<file path="src/rtl/fp_sum_normalizer_if.sv">
// Handshake and data bundle for the post-adder normalizer: the upstream sum
// request, the packed result, and a debug view of the FSM state.
interface fp_sum_normalizer_if #(
  parameter int MW = 24,
  parameter int EW = 8
);
  logic          in_valid;
  logic          in_ready;
  logic [MW:0]   z_in;
  logic          eff_sub;
  logic          sign_in;
  logic [EW-1:0] exp_in;
  logic          out_valid;
  logic          out_ready;
  logic          sign_out;
  logic [EW-1:0] exp_out;
  logic [MW-2:0] mant_out;
  logic          zero_out;
  logic          ovf_out;
  logic          unf_out;
  logic [1:0]    dbg_state;

  // Both sides use valid/ready: a transfer happens on a rising edge where
  // valid and ready are both high; valid and its data stay put until then.
  modport master (
    output in_valid, z_in, eff_sub, sign_in, exp_in, out_ready,
    input  in_ready, out_valid, sign_out, exp_out, mant_out,
           zero_out, ovf_out, unf_out, dbg_state
  );
  modport slave (
    input  in_valid, z_in, eff_sub, sign_in, exp_in, out_ready,
    output in_ready, out_valid, sign_out, exp_out, mant_out,
           zero_out, ovf_out, unf_out, dbg_state
  );
endinterface

</file>
<file path="src/rtl/fp_sum_normalizer.sv">
// Post-adder stage: recovers sign/magnitude of the raw mantissa sum, then
// normalizes it one left shift per cycle and presents the packed result.
module fp_sum_normalizer #(
  parameter int MW = 24,
  parameter int EW = 8
) (
  input  logic               clk,
  input  logic               rst,
  fp_sum_normalizer_if.slave bus
);
  typedef enum logic [1:0] {S_IDLE, S_RECOVER, S_NORM, S_DONE} state_t;

  state_t        r_state, w_state_nxt;
  logic [MW:0]   r_z, w_z_nxt;
  logic          r_eff_sub, w_eff_sub_nxt;
  logic          r_sign_in, w_sign_in_nxt;
  logic [EW-1:0] r_exp_in, w_exp_in_nxt;
  logic [MW:0]   r_mag, w_mag_nxt;
  logic [EW:0]   r_exp, w_exp_nxt;
  logic          r_sign, w_sign_nxt;
  logic          r_sign_out, w_sign_out_nxt;
  logic [EW-1:0] r_exp_out, w_exp_out_nxt;
  logic [MW-2:0] r_mant_out, w_mant_out_nxt;
  logic          r_zero, w_zero_nxt;
  logic          r_ovf, w_ovf_nxt;
  logic          r_unf, w_unf_nxt;

  logic          w_in_ready;
  logic          w_neg;
  logic          w_carry;
  logic [MW:0]   w_abs;
  logic [EW:0]   w_exp_inc;

  // Ready is gated by rst so nothing is accepted during a reset cycle.
  assign w_in_ready = (r_state == S_IDLE) && !rst;
  assign w_neg      = r_eff_sub && r_z[MW];
  assign w_carry    = !r_eff_sub && r_z[MW];
  assign w_abs      = w_neg ? ((~r_z) + {{MW{1'b0}}, 1'b1}) : r_z;
  assign w_exp_inc  = {1'b0, r_exp_in} + {{EW{1'b0}}, 1'b1};

  always_comb begin
    w_state_nxt    = r_state;
    w_z_nxt        = r_z;
    w_eff_sub_nxt  = r_eff_sub;
    w_sign_in_nxt  = r_sign_in;
    w_exp_in_nxt   = r_exp_in;
    w_mag_nxt      = r_mag;
    w_exp_nxt      = r_exp;
    w_sign_nxt     = r_sign;
    w_sign_out_nxt = r_sign_out;
    w_exp_out_nxt  = r_exp_out;
    w_mant_out_nxt = r_mant_out;
    w_zero_nxt     = r_zero;
    w_ovf_nxt      = r_ovf;
    w_unf_nxt      = r_unf;
    case (r_state)
      S_IDLE: begin
        if (bus.in_valid && w_in_ready) begin
          w_z_nxt       = bus.z_in;
          w_eff_sub_nxt = bus.eff_sub;
          w_sign_in_nxt = bus.sign_in;
          w_exp_in_nxt  = bus.exp_in;
          w_state_nxt   = S_RECOVER;
        end
      end
      S_RECOVER: begin
        w_zero_nxt = 1'b0;
        w_ovf_nxt  = 1'b0;
        w_unf_nxt  = 1'b0;
        if (r_exp_in == {EW{1'b1}}) begin
          w_sign_out_nxt = r_sign_in;
          w_exp_out_nxt  = {EW{1'b1}};
          w_mant_out_nxt = '0;
          w_state_nxt    = S_DONE;
        end else if (w_carry) begin
          // A carry-out is never zero, so it skips the zero test.
          if (w_exp_inc[EW-1:0] == {EW{1'b1}}) begin
            w_sign_out_nxt = r_sign_in;
            w_exp_out_nxt  = {EW{1'b1}};
            w_mant_out_nxt = '0;
            w_ovf_nxt      = 1'b1;
            w_state_nxt    = S_DONE;
          end else begin
            w_mag_nxt   = w_abs >> 1;
            w_exp_nxt   = w_exp_inc;
            w_sign_nxt  = r_sign_in;
            w_state_nxt = S_NORM;
          end
        end else if (w_abs == '0) begin
          w_sign_out_nxt = 1'b0;
          w_exp_out_nxt  = '0;
          w_mant_out_nxt = '0;
          w_zero_nxt     = 1'b1;
          w_state_nxt    = S_DONE;
        end else begin
          w_mag_nxt   = w_abs;
          w_exp_nxt   = {1'b0, r_exp_in};
          w_sign_nxt  = w_neg ? !r_sign_in : r_sign_in;
          w_state_nxt = S_NORM;
        end
      end
      S_NORM: begin
        if (r_mag[MW-1]) begin
          w_sign_out_nxt = r_sign;
          w_exp_out_nxt  = r_exp[EW-1:0];
          w_mant_out_nxt = r_mag[MW-2:0];
          w_state_nxt    = S_DONE;
        end else if (r_exp <= {{EW{1'b0}}, 1'b1}) begin
          w_sign_out_nxt = r_sign;
          w_exp_out_nxt  = '0;
          w_mant_out_nxt = '0;
          w_unf_nxt      = 1'b1;
          w_state_nxt    = S_DONE;
        end else begin
          w_mag_nxt = r_mag << 1;
          w_exp_nxt = r_exp - {{EW{1'b0}}, 1'b1};
        end
      end
      S_DONE: begin
        if (bus.out_ready) begin
          w_zero_nxt  = 1'b0;
          w_ovf_nxt   = 1'b0;
          w_unf_nxt   = 1'b0;
          w_state_nxt = S_IDLE;
        end
      end
      default: w_state_nxt = S_IDLE;
    endcase
  end

  always_ff @(posedge clk) begin
    if (rst) begin
      r_state    <= S_IDLE;
      r_z        <= '0;
      r_eff_sub  <= 1'b0;
      r_sign_in  <= 1'b0;
      r_exp_in   <= '0;
      r_mag      <= '0;
      r_exp      <= '0;
      r_sign     <= 1'b0;
      r_sign_out <= 1'b0;
      r_exp_out  <= '0;
      r_mant_out <= '0;
      r_zero     <= 1'b0;
      r_ovf      <= 1'b0;
      r_unf      <= 1'b0;
    end else begin
      r_state    <= w_state_nxt;
      r_z        <= w_z_nxt;
      r_eff_sub  <= w_eff_sub_nxt;
      r_sign_in  <= w_sign_in_nxt;
      r_exp_in   <= w_exp_in_nxt;
      r_mag      <= w_mag_nxt;
      r_exp      <= w_exp_nxt;
      r_sign     <= w_sign_nxt;
      r_sign_out <= w_sign_out_nxt;
      r_exp_out  <= w_exp_out_nxt;
      r_mant_out <= w_mant_out_nxt;
      r_zero     <= w_zero_nxt;
      r_ovf      <= w_ovf_nxt;
      r_unf      <= w_unf_nxt;
    end
  end

  assign bus.in_ready  = w_in_ready;
  assign bus.out_valid = (r_state == S_DONE);
  assign bus.sign_out  = r_sign_out;
  assign bus.exp_out   = r_exp_out;
  assign bus.mant_out  = r_mant_out;
  assign bus.zero_out  = r_zero;
  assign bus.ovf_out   = r_ovf;
  assign bus.unf_out   = r_unf;
  assign bus.dbg_state = r_state;
endmodule

</file>
<file path="src/flat_wrapper.sv">
// flat-port wrapper written by rule: the top's interface ports become plain ports
module fp_sum_normalizer_flat 
#(
  parameter int MW = 24,
  parameter int EW = 8
)
  (clk, rst, bus_in_valid, bus_z_in, bus_eff_sub, bus_sign_in, bus_exp_in, bus_out_ready, bus_in_ready, bus_out_valid, bus_sign_out, bus_exp_out, bus_mant_out, bus_zero_out, bus_ovf_out, bus_unf_out, bus_dbg_state);
  fp_sum_normalizer_if #(.MW(MW), .EW(EW)) bus_i ();
  input  logic clk;
  input  logic rst;
  input wire logic [$bits(bus_i.in_valid)-1:0] bus_in_valid;
  input wire logic [$bits(bus_i.z_in)-1:0] bus_z_in;
  input wire logic [$bits(bus_i.eff_sub)-1:0] bus_eff_sub;
  input wire logic [$bits(bus_i.sign_in)-1:0] bus_sign_in;
  input wire logic [$bits(bus_i.exp_in)-1:0] bus_exp_in;
  input wire logic [$bits(bus_i.out_ready)-1:0] bus_out_ready;
  output wire logic [$bits(bus_i.in_ready)-1:0] bus_in_ready;
  output wire logic [$bits(bus_i.out_valid)-1:0] bus_out_valid;
  output wire logic [$bits(bus_i.sign_out)-1:0] bus_sign_out;
  output wire logic [$bits(bus_i.exp_out)-1:0] bus_exp_out;
  output wire logic [$bits(bus_i.mant_out)-1:0] bus_mant_out;
  output wire logic [$bits(bus_i.zero_out)-1:0] bus_zero_out;
  output wire logic [$bits(bus_i.ovf_out)-1:0] bus_ovf_out;
  output wire logic [$bits(bus_i.unf_out)-1:0] bus_unf_out;
  output wire logic [$bits(bus_i.dbg_state)-1:0] bus_dbg_state;
  assign bus_i.in_valid = bus_in_valid;
  assign bus_i.z_in = bus_z_in;
  assign bus_i.eff_sub = bus_eff_sub;
  assign bus_i.sign_in = bus_sign_in;
  assign bus_i.exp_in = bus_exp_in;
  assign bus_i.out_ready = bus_out_ready;
  assign bus_in_ready = bus_i.in_ready;
  assign bus_out_valid = bus_i.out_valid;
  assign bus_sign_out = bus_i.sign_out;
  assign bus_exp_out = bus_i.exp_out;
  assign bus_mant_out = bus_i.mant_out;
  assign bus_zero_out = bus_i.zero_out;
  assign bus_ovf_out = bus_i.ovf_out;
  assign bus_unf_out = bus_i.unf_out;
  assign bus_dbg_state = bus_i.dbg_state;
  fp_sum_normalizer #(.MW(MW), .EW(EW)) u_core (.clk(clk), .rst(rst), .bus(bus_i));
endmodule
</file>
<file path="config.mk">
export PLATFORM = sky130hd
export DESIGN_NAME = fp_sum_normalizer_flat
export DESIGN_NICKNAME = d
export VERILOG_FILES = /design/src/rtl/fp_sum_normalizer_if.sv /design/src/rtl/fp_sum_normalizer.sv /design/src/flat_wrapper.sv
export SDC_FILE = /design/constraint.sdc
export NUM_CORES = 1
export LEC_CHECK = 0
export ABC_AREA = 1
export BUFFER_PORTS_ARGS = -buffer_cell sky130_fd_sc_hd__buf_2
export CORE_UTILIZATION = 45
export CTS_CLUSTER_DIAMETER = 80
export DETAILED_ROUTE_END_ITERATION = 7
export PLACE_DENSITY_LB_ADDON = 0.05
export SETUP_SLACK_MARGIN = 0.05
export SYNTH_ARGS = -nofsm -noshare
export SYNTH_HDL_FRONTEND = slang
export SYNTH_SLANG_ARGS = --single-unit
</file>
<file path="constraint.sdc">
create_clock -name clk -period 3.9 [get_ports clk]
set_input_delay 0.195 -clock clk [delete_from_list [all_inputs] [get_ports clk]]
set_output_delay 0.195 -clock clk [all_outputs]
set_load 0.1 [all_outputs]
</file>
# After elaboration in Yosys (flattened, before gate mapping)
# Cells that the tools add are included.
# Widths: inputs -> output; s select.
[op_classes]
n_lt_le_gt_ge = 1
n_mux = 61
eq_ne = 18
add_sub_neg = 3
reduce_logical = 20
bitwise = 2
[ops]
columns = ["cell", "count"]
rows = [
  ["$mux 24", 6],
  ["$mux 23", 6],
  ["$mux 9", 6],
  ["$mux 8", 6],
  ["$pmux 24 s2", 1],
  ["$pmux 23 s2", 1],
  ["$add 25x1->25 const B", 1],
  ["$logic_not 25->1", 1],
  ["$mux 25", 1],
  ["$not 25->25", 1],
  ["$mux 1", 21],
  ["$pmux 9 s2", 1],
  ["$eq 8x8->1 const B", 2],
  ["$pmux 8 s2", 1],
  ["$reduce_and 4->1", 4],
  ["$mux 2", 6],
  ["$ne 2x2->1 const B", 6],
  ["$add 8x1->9 const B", 1],
  ["$le 9x1->1 const B", 1],
  ["$sub 9x1->9 const B", 1],
  ["$pmux 2 s4", 1],
  ["$pmux 1 s2", 3],
  ["$reduce_and 6->1", 1],
  ["$eq 2x2->1 const B", 2],
  ["16 further kinds", 24],
]
[word_totals]
ff_bits = 106
in_bits = 39

# Logic depth before layout (Yosys ltp)
# Gate-level depths: netlist of the first run.
[depth]
depth_word = 8
mapped_depth = 19

# Least setup slack after synthesis of the first run
# Ideal clock, no wire load.
[synth_timing]
path_kind = "reg2reg"
startpoint = "register u_core.r_state[1], in the netlist u_core.bus.dbg_state[1]"
endpoint = "register u_core.r_state[0], in the netlist u_core.bus.dbg_state[0]"
period_less_slack_ps = 3617
required_ps = 3768
path_buffers = 0
arrival_time_ps = 3485
setup_ps = 132
stages_incl_launch_ff = 10
slack_ps = 283
path_cell_list = "dfxtp_1 inv_1 ha_1 inv_1 nor2_1 nand2_1 a211oi_1 nand2_1 nand2_1 a21oi_1"
[synth_via]
elab_chain_len = 5
[synth_rtl]
columns = ["item", "line", "rtl"]
rows = [
  ["start, declared", "fp_sum_normalizer.sv:13", "state_t r_state, w_state_nxt;"],
  ["start signal, assigned", "fp_sum_normalizer.sv:148", "r_state <= w_state_nxt;"],
  ["$logic_not 2->1", "fp_sum_normalizer.sv:35", "assign w_in_ready = (r_state == S_IDLE) && !rst;"],
  ["$logic_and 1x1->1", "fp_sum_normalizer.sv:35", ""],
  ["named net bus_in_ready", "flat_wrapper.sv:17", "output wire logic [$bits(bus_i.in_ready)-1:0] bus_in_ready;"],
  ["$logic_and 1x1->1", "fp_sum_normalizer.sv:58", "if (bus.in_valid && w_in_ready) begin"],
  ["$ne 2x2->1 (no line)", "n/a", ""],
  ["$reduce_and 3->1 (no line)", "n/a", ""],
]
# The timed path passes the listed nets, and every way through them passes these cells.
# A chain may end at the register's enable or synchronous reset.

# Worst setup path after layout of the first run
[layout_timing]
startpoint = "register u_core.r_state[0], in the netlist u_core.bus.dbg_state[0]"
endpoint = "register u_core.r_mant_out[8], in the netlist u_core.bus.mant_out[8]"
[layout_via]
elab_chain_len = 3
[layout_rtl]
columns = ["item", "line", "rtl"]
rows = [
  ["$eq 2x1->1 or $eq 2x2->1 (tied branches)", "fp_sum_normalizer.sv:56", "case (r_state)"],
  ["$ne 4x4->1 (no line), or another cell as far along", "n/a", ""],
  ["$reduce_and 4->1 (no line)", "n/a", ""],
  ["end signal, assigned", "fp_sum_normalizer.sv:158", "r_mant_out <= w_mant_out_nxt;"],
  ["end, declared", "fp_sum_normalizer.sv:23", "logic [MW-2:0] r_mant_out, w_mant_out_nxt;"],
]
# Several ways; a longest one is shown, not always the timed one.

==> qor.yml, run 1 <==
outcome:
  status: "complete, no violations"
final_layout:
  mostFrequentLayoutCells: "nand2_1, nor2_1, inv_1"
  area_growth_syn_to_layout_pct: 11.19
  final_common_cell: "nand2_1"
  diodes: 0
  drive_gt1_share_pct: 10.89
  num-fill-cells: 1488
  multi_input_area_sq_um: 3516
  nNetsFinal: 1128
  final-seq-area_sq_um: 2122
clock_tree:
  cts.sinks: 106
  cts-resized-gates: 0
  insertion_delay_ns: 0.35
  clk_pin_slew_worst_paths_ns: 0.07
  postCtsHoldBufs: 0
  postCtsSetupBuffers: 0
  cts_made_buffers: 9
  tritoncts: "built"
  cts_htree_levels: 3
  clockBufferDepth: 2
  clock-root-buffer: "clkbuf_16"
floorplanning:
  dieArea_sq_um: 14740
  rows: 43
  die_w_microns: 121.4
  start_util_pct: 46.22
  die_h_microns: 121.4
  coreArea_sq_um: 13880
  io_pins: 78
route:
  detail_route.first_pass.iterations: 6
  routed_wl_microns: 17870
  vias_per_cell: 5.177
  drc: 0
  num_vias: 6544
  wl_per_cell_microns: 14.14
  drtAntennaViolNets: 0
  drtIter0Drc: 639
placement:
  gp_congestion: 0.9393
  dp_hpwl_microns: 12820
  io_buffer_count: 77
synth:
  yosysSeqAreaShare_pct: 33.07
  synth_cell_types: 37
  synth-xor-area-share_pct: 1.092
  synth-adder-area-share_pct: 1.950
  syn_nets: 1087
  synth.avg_cell_area_sq_um: 6.181
  synth_ff_type: "dfxtp_1"
  synthMuxAreaShare_pct: 0
  ys_ff_latch: 106
  synth_compound_area_share_pct: 16.42
  async_flop_share_pct: 0
  synth_top_family_by_area: "simple AND/OR/NAND/NOR gates"
  synthesis.area_sq_um: 6416
  yosys.area_share.simple_pct: 35.18
  syn_inst: 1038
  synth_edf_count: 0
  synth_warnings: 0
global_routing:
  grt_max_degree: 75
  grt_pass1_vias: 5558
  antenna_found_initial: 0
  grt_first_pass_wirelength_microns: 29190
  grt-ovfl-total: 0
  gr-usage-all-layers_pct: 24.97
timing:
  rsz0062_at_grt: "false"
  hold_violations: 0
  tightestPinTransition_ns: 1.159
  setup_viol: 0
  fin_crit_sh_pct: 81.03
  drv_slew: 0
  layout_min_cycle_time_ns: 3.160
  relSlewSlack_pct: 22.76
  fin_worst_skew_ns: 0.006027
  fin_tns_setup_ns: 0
  fmax_ghz: 0.3164
power_and_ir_drop:
  ir_worst_vdd_v: 0.0003993
  leakage_uw: 0.003380
  power_uw: 7150
  power_density_nw_per_um2: 1002
worst_setup_path:
  arrival_ns: 3.40
  start_kind: "register"
  cp-end-kind: "register"
  critPathKind: "reg2reg"
  cp.required_ns: 4.14
  path_max_fanout: 24
job:
  maxCapViolations: 0
min_path:
  hold_class: "in2reg"
path summary, 6_finish.rpt:
path	end	slack, ns	from	cells after the start
setup / recovery	u_core.bus.mant_out[8]	0.74	u_core.bus.dbg_state[0]	11
hold / removal	u_core.r_z[24]	0.09	bus_z_in[24]	3
setup reg to reg	u_core.bus.mant_out[8]	0.74	u_core.bus.dbg_state[0]	11
hold reg to reg	u_core.bus.ovf_out	0.46	u_core.bus.ovf_out	2
where the power goes:
group | switching (uW) | internal, uW | total (uW) | leakage [uW]
Combinational | 3270 | 1190 | 4450 | 0.00236
Sequential | 254 | 1470 | 1720 | 0.000871
Clock | 409 | 565 | 974 | 0.000147
registers in the layout, indices dropped and copies added, names as in the netlist:
signal	flops
u_core.r_z	25
u_core.r_mag	24
u_core.bus.mant_out	23
u_core.r_exp	9
u_core.bus.exp_out	8
u_core.r_exp_in	8
u_core.bus.dbg_state	2
u_core.bus.ovf_out	1
u_core.bus.sign_out	1
u_core.bus.unf_out	1
u_core.bus.zero_out	1
u_core.r_eff_sub	1
u_core.r_sign	1
u_core.r_sign_in	1
routing by layer:
| layer | share of wire (%) | vias up | wire length [microns] | global-route usage (%) |
|---|---|---|---|---|
| li1 | - | 3436 | - | - |
| met1 | 53 | 2855 | 9461 | 39.26 |
| met2 | 40 | 228 | 7216 | 34.48 |
| met3 | 5.1 | 25 | 906 | 2.773 |
| met4 | 1.6 | 0 | 286 | 8.025 |
| met5 | 0 | - | 0 | 0 |
stage by stage:
stage	hold slack, ns	utilization [%]	instances	worst slack, ns	cell area, sq um
finish	0.09466	51.40	1264	0.7397	7134
global route	0.1309	51.40	1264	0.4316	7134
CTS	0.09537	51.40	1264	0.7488	7134
detailed placement	0.4550	49.14	1248	0.7633	6822
global placement	0.4494	49.14	1248	0.8614	6822
floorplan	0.3334	-	1038	0.2831	6416
logic make-up after synthesis:
kind of cell    count (synthesis)
simple gates                  534
compound gates                191
buf+inv                       189
flops                         106
fa+ha+maj                      10
xor+xnor                        8
synthesized netlist by cell type, types with 8 or more instances:
library cell	n	area share (%)
nand2_1	254	15
nor2_1	154	9.0
inv_1	114	6.7
dfxtp_1	106	33
a21oi_1	100	7.8
nand3_1	72	5.6
o21ai_0	51	4.0
nand4_1	36	3.5
clkbuf_1	35	2.0
clkinv_1	15	0.88
o22ai_1	14	1.4
a221oi_1	11	1.5
ha_1	10	2.0
xor2_1	8	1.1
critical path: stages (launching register included):
cell,delay [ns]
dfxtp_1,0.41
inv_1,0.09
ha_1,0.36
clkinv_1,0.22
nor2_1,0.09
nand2_1,0.50
inv_1,0.29
nor2_4,0.49
buf_4,0.33
nand3_1,0.12
nand2_1,0.10
nor2_1,0.05
cell type report:
| cell class | instances | area share, % |
|---|---|---|
| inverters | 132 | 6.980 |
| flip-flops and latches | 106 | 29.74 |
| clock inverters | 4 | 1.070 |
| well taps | 180 | 3.157 |
| repair buffers | 87 | 6.454 |
| clock buffers | 12 | 3.315 |
| multi-input cells | 743 | 49.28 |
(Power assumes the default switching activity.)
==> inputs of run 2 (changes only) <==
--- a/config.mk
+++ b/config.mk
@@ -5,7 +5,7 @@
 export SDC_FILE = /design/constraint.sdc
 export NUM_CORES = 1
 export LEC_CHECK = 0
-export ABC_AREA = 1
+export ABC_AREA = 0
 export BUFFER_PORTS_ARGS = -buffer_cell sky130_fd_sc_hd__buf_2
 export CORE_UTILIZATION = 45
 export CTS_CLUSTER_DIAMETER = 80
==> constraint.sdc (replaced) <==
create_clock -name clk -period 2.85 [get_ports clk]
set_input_delay 0.1425 -clock clk [delete_from_list [all_inputs] [get_ports clk]]
set_output_delay 0.1425 -clock clk [all_outputs]
set_load 0.1 [all_outputs]
==> run 2 against run 1 <==
Net effect:
- the run now ends with setup timing left
- register-to-register slack got worse by 1.4 ns
- via count down 2.0%
- clock skew is 0.0062 ns higher
- power increased by 32%
- setup slack got worse by 1.4 ns
- die area down 5.3%
- global-route usage up 2.0 points
- sequential cell count stayed put
- combinational power grew 36%
- fmax is 10% lower
- count of clock-buffer cells in the layout down 3
- cell count shrank 8.7%
- highest routed layer unchanged
==> qor.yml, run 2 <==
worst_setup_path:
  cp.required_ns: 3.12
  cp-end-kind: "register"
  arrival_ns: 3.79
  start_kind: "register"
  reg2reg_slack_ns: -0.66
  critPathKind: "reg2reg"
  path_max_fanout: 22
final_layout:
  largest_register_ffs: 25
  area_growth_syn_to_layout_pct: 38.08
  final_common_cell: "nand2_1"
  utilization_pct: 63.56
  mostFrequentLayoutCells: "nand2_1, dfxtp_1, buf_4"
  drive_gt1_share_pct: 28.63
  nNetsFinal: 1022
  regMostFlops: "u_core.r_z"
  multi_input_area_sq_um: 3826
  num-fill-cells: 1149
  final_area_sq_um: 8384
  final-seq-area_sq_um: 2130
  diodes: 0
route:
  vias_per_cell: 5.559
  drc: 0
  drtAntennaViolNets: 0
  detail_route.first_pass.iterations: 5
  wl_per_cell_microns: 16.32
  num_vias: 6415
  drtIter0Drc: 533
  routed_wl_microns: 18830
placement:
  place_area_sq_um: 7129
  gp_congestion: 0.8566
  io_buffer_count: 77
  dp_hpwl_microns: 12380
synth:
  synth_cell_types: 67
  yosysTopAreaCellShare_pct: 34.95
  synth_edf_count: 0
  synth_ff_type: "dfxtp_1"
  yosysSeqAreaShare_pct: 34.95
  ys_ff_latch: 106
  syn_inst: 809
  synth_most_common_cell: "nand2_1"
  syn_nets: 858
  synth_warnings: 0
  async_flop_share_pct: 0
  synth.avg_cell_area_sq_um: 7.506
  synthesis.area_sq_um: 6072
  ys_top_cells_by_area: "dfxtp_1, nand2_1, a21oi_1"
  yosys.area.top_type: "dfxtp_1"
  synth_common_cells: "nand2_1, dfxtp_1, a21oi_1, nor2_1, clkbuf_1"
timing:
  fin_worst_skew_ns: 0.01227
  tightestPinTransition_ns: 0.9591
  fin_crit_sh_pct: 123.3
  drv_slew: 0
  fmax_ghz: 0.2845
  layout_min_cycle_time_ns: 3.514
  relSlewSlack_pct: 35.99
  rsz0062_at_grt: "true"
  setup_viol: 68
  timing.final.ws_setup_ns: -0.6644
  hold_violations: 0
global_routing:
  grt_pass1_vias: 5836
  grt_max_degree: 76
  grt_first_pass_wirelength_microns: 30240
  grt-ovfl-total: 0
  antenna_found_initial: 0
  gr-usage-all-layers_pct: 26.99
floorplanning:
  die_w_microns: 118.2
  start_util_pct: 46.03
  dieArea_sq_um: 13960
  rows: 42
  coreArea_sq_um: 13190
  die_h_microns: 118.2
  io_pins: 78
clock_tree:
  cts_htree_levels: 3
  cts_made_buffers: 9
  clk_pin_slew_worst_paths_ns: 0.08
  cts.sinks: 106
  tritoncts: "built"
  clockBufferDepth: 2
  clock-root-buffer: "clkbuf_16"
  insertion_delay_ns: 0.37
power_and_ir_drop:
  leakage_uw: 0.003279
  power_density_nw_per_um2: 1124
  ir_worst_vdd_v: 0.0004675
outcome:
  violations: "setup timing"
  status: "finished with violations"
min_path:
  hold_class: "in2reg"
job:
  maxCapViolations: 0
-- run 2: worst max-delay path: stages, from the launching register on --
cell and delay [ns]:
dfxtp_4 0.36, buf_4 0.13, or4_1 0.57, buf_4 0.18, o31ai_1 0.26, xor2_1 0.26
nand4_1 0.14, or4_4 0.56, buf_4 0.16, a21o_4 0.25, buf_12 0.14, buf_16 0.15
a211oi_1 0.22
-- run 2: per-layer routing --
layer / up-vias / track usage [%] / part of all wire [%]
li1: 3226 / - / -
met1: 3001 / 39.36 / 49
met2: 172 / 41.65 / 45
met3: 16 / 3.185 / 4.3
met4: 0 / 7.692 / 1.2
met5: - / 0 / 0
-- run 2: cells by family (layout without fill, tap and decap cells) --
kind of cell | after synthesis | after routing | share of synthesized area [%]
simple gates | 346 | 346 | 28.02
compound gates | 233 | 233 | 25.12
flops | 106 | 106 | 34.95
buf+inv | 91 | 260 | 6.388
xor+xnor | 17 | 17 | 2.452
fa+ha+maj | 10 | 10 | 2.061
mux | 6 | 6 | 1.010
-- run 2: final cells by class --
class,instances,share of cell area (%)
tap,176,2.626
inverter,18,0.8655
clock inverter,7,0.7312
sequential,106,25.40
timing repair buffer,226,22.06
multi-input combinational,612,45.63
clock buffer,9,2.686
-- run 2: stage by stage --
stage / TNS, ns / cells / setup WS (ns) / total power (uW) / hold WS, ns
2_1_floorplan: -28.27 / 809 / -0.5497 / 5582 / 0.2510
3_3_place_gp: -34.60 / 1079 / -0.6167 / 6614 / 0.3340
3_5_place_dp: -36.44 / 1079 / -0.6686 / 6697 / 0.3408
4_1_cts: -32.02 / 1146 / -0.5503 / 9121 / 0.009395
5_1_grt: -50.12 / 1154 / -0.8099 / 9992 / 0.03406
6_report: -40.34 / 1154 / -0.6644 / 9422 / 0.01106
-- run 2: where the power goes --
group / switching, uW / internal (uW) / total [uW]
Combinational: 3210 / 2820 / 6030
Sequential: 331 / 1820 / 2150
Clock: 635 / 610 / 1240
-- run 2: worst paths after layout --
| kind | startpoint | cells after the start | to |
|---|---|---|---|
| worst min-delay path | bus_z_in[21] | 3 | u_core.r_z[21] |
| worst min register to register | u_core.bus.mant_out[0] | 2 | u_core.bus.mant_out[0] |
| worst max-delay path | u_core.r_z[0] | 12 | u_core.r_mag[9] |
| worst max register to register | u_core.r_z[0] | 12 | u_core.r_mag[9] |
-- run 2: timing repair --
item / 4_1_cts / 5_1_grt
cloned: 7 / 1
gates resized for setup: 35 / 26
buffers inserted: 10 / 8
hold buffers: 34 / 0
setup endpoints to repair: 68 / 68
hold endpoints to repair: 34 / 0
pin swaps: 6 / 21
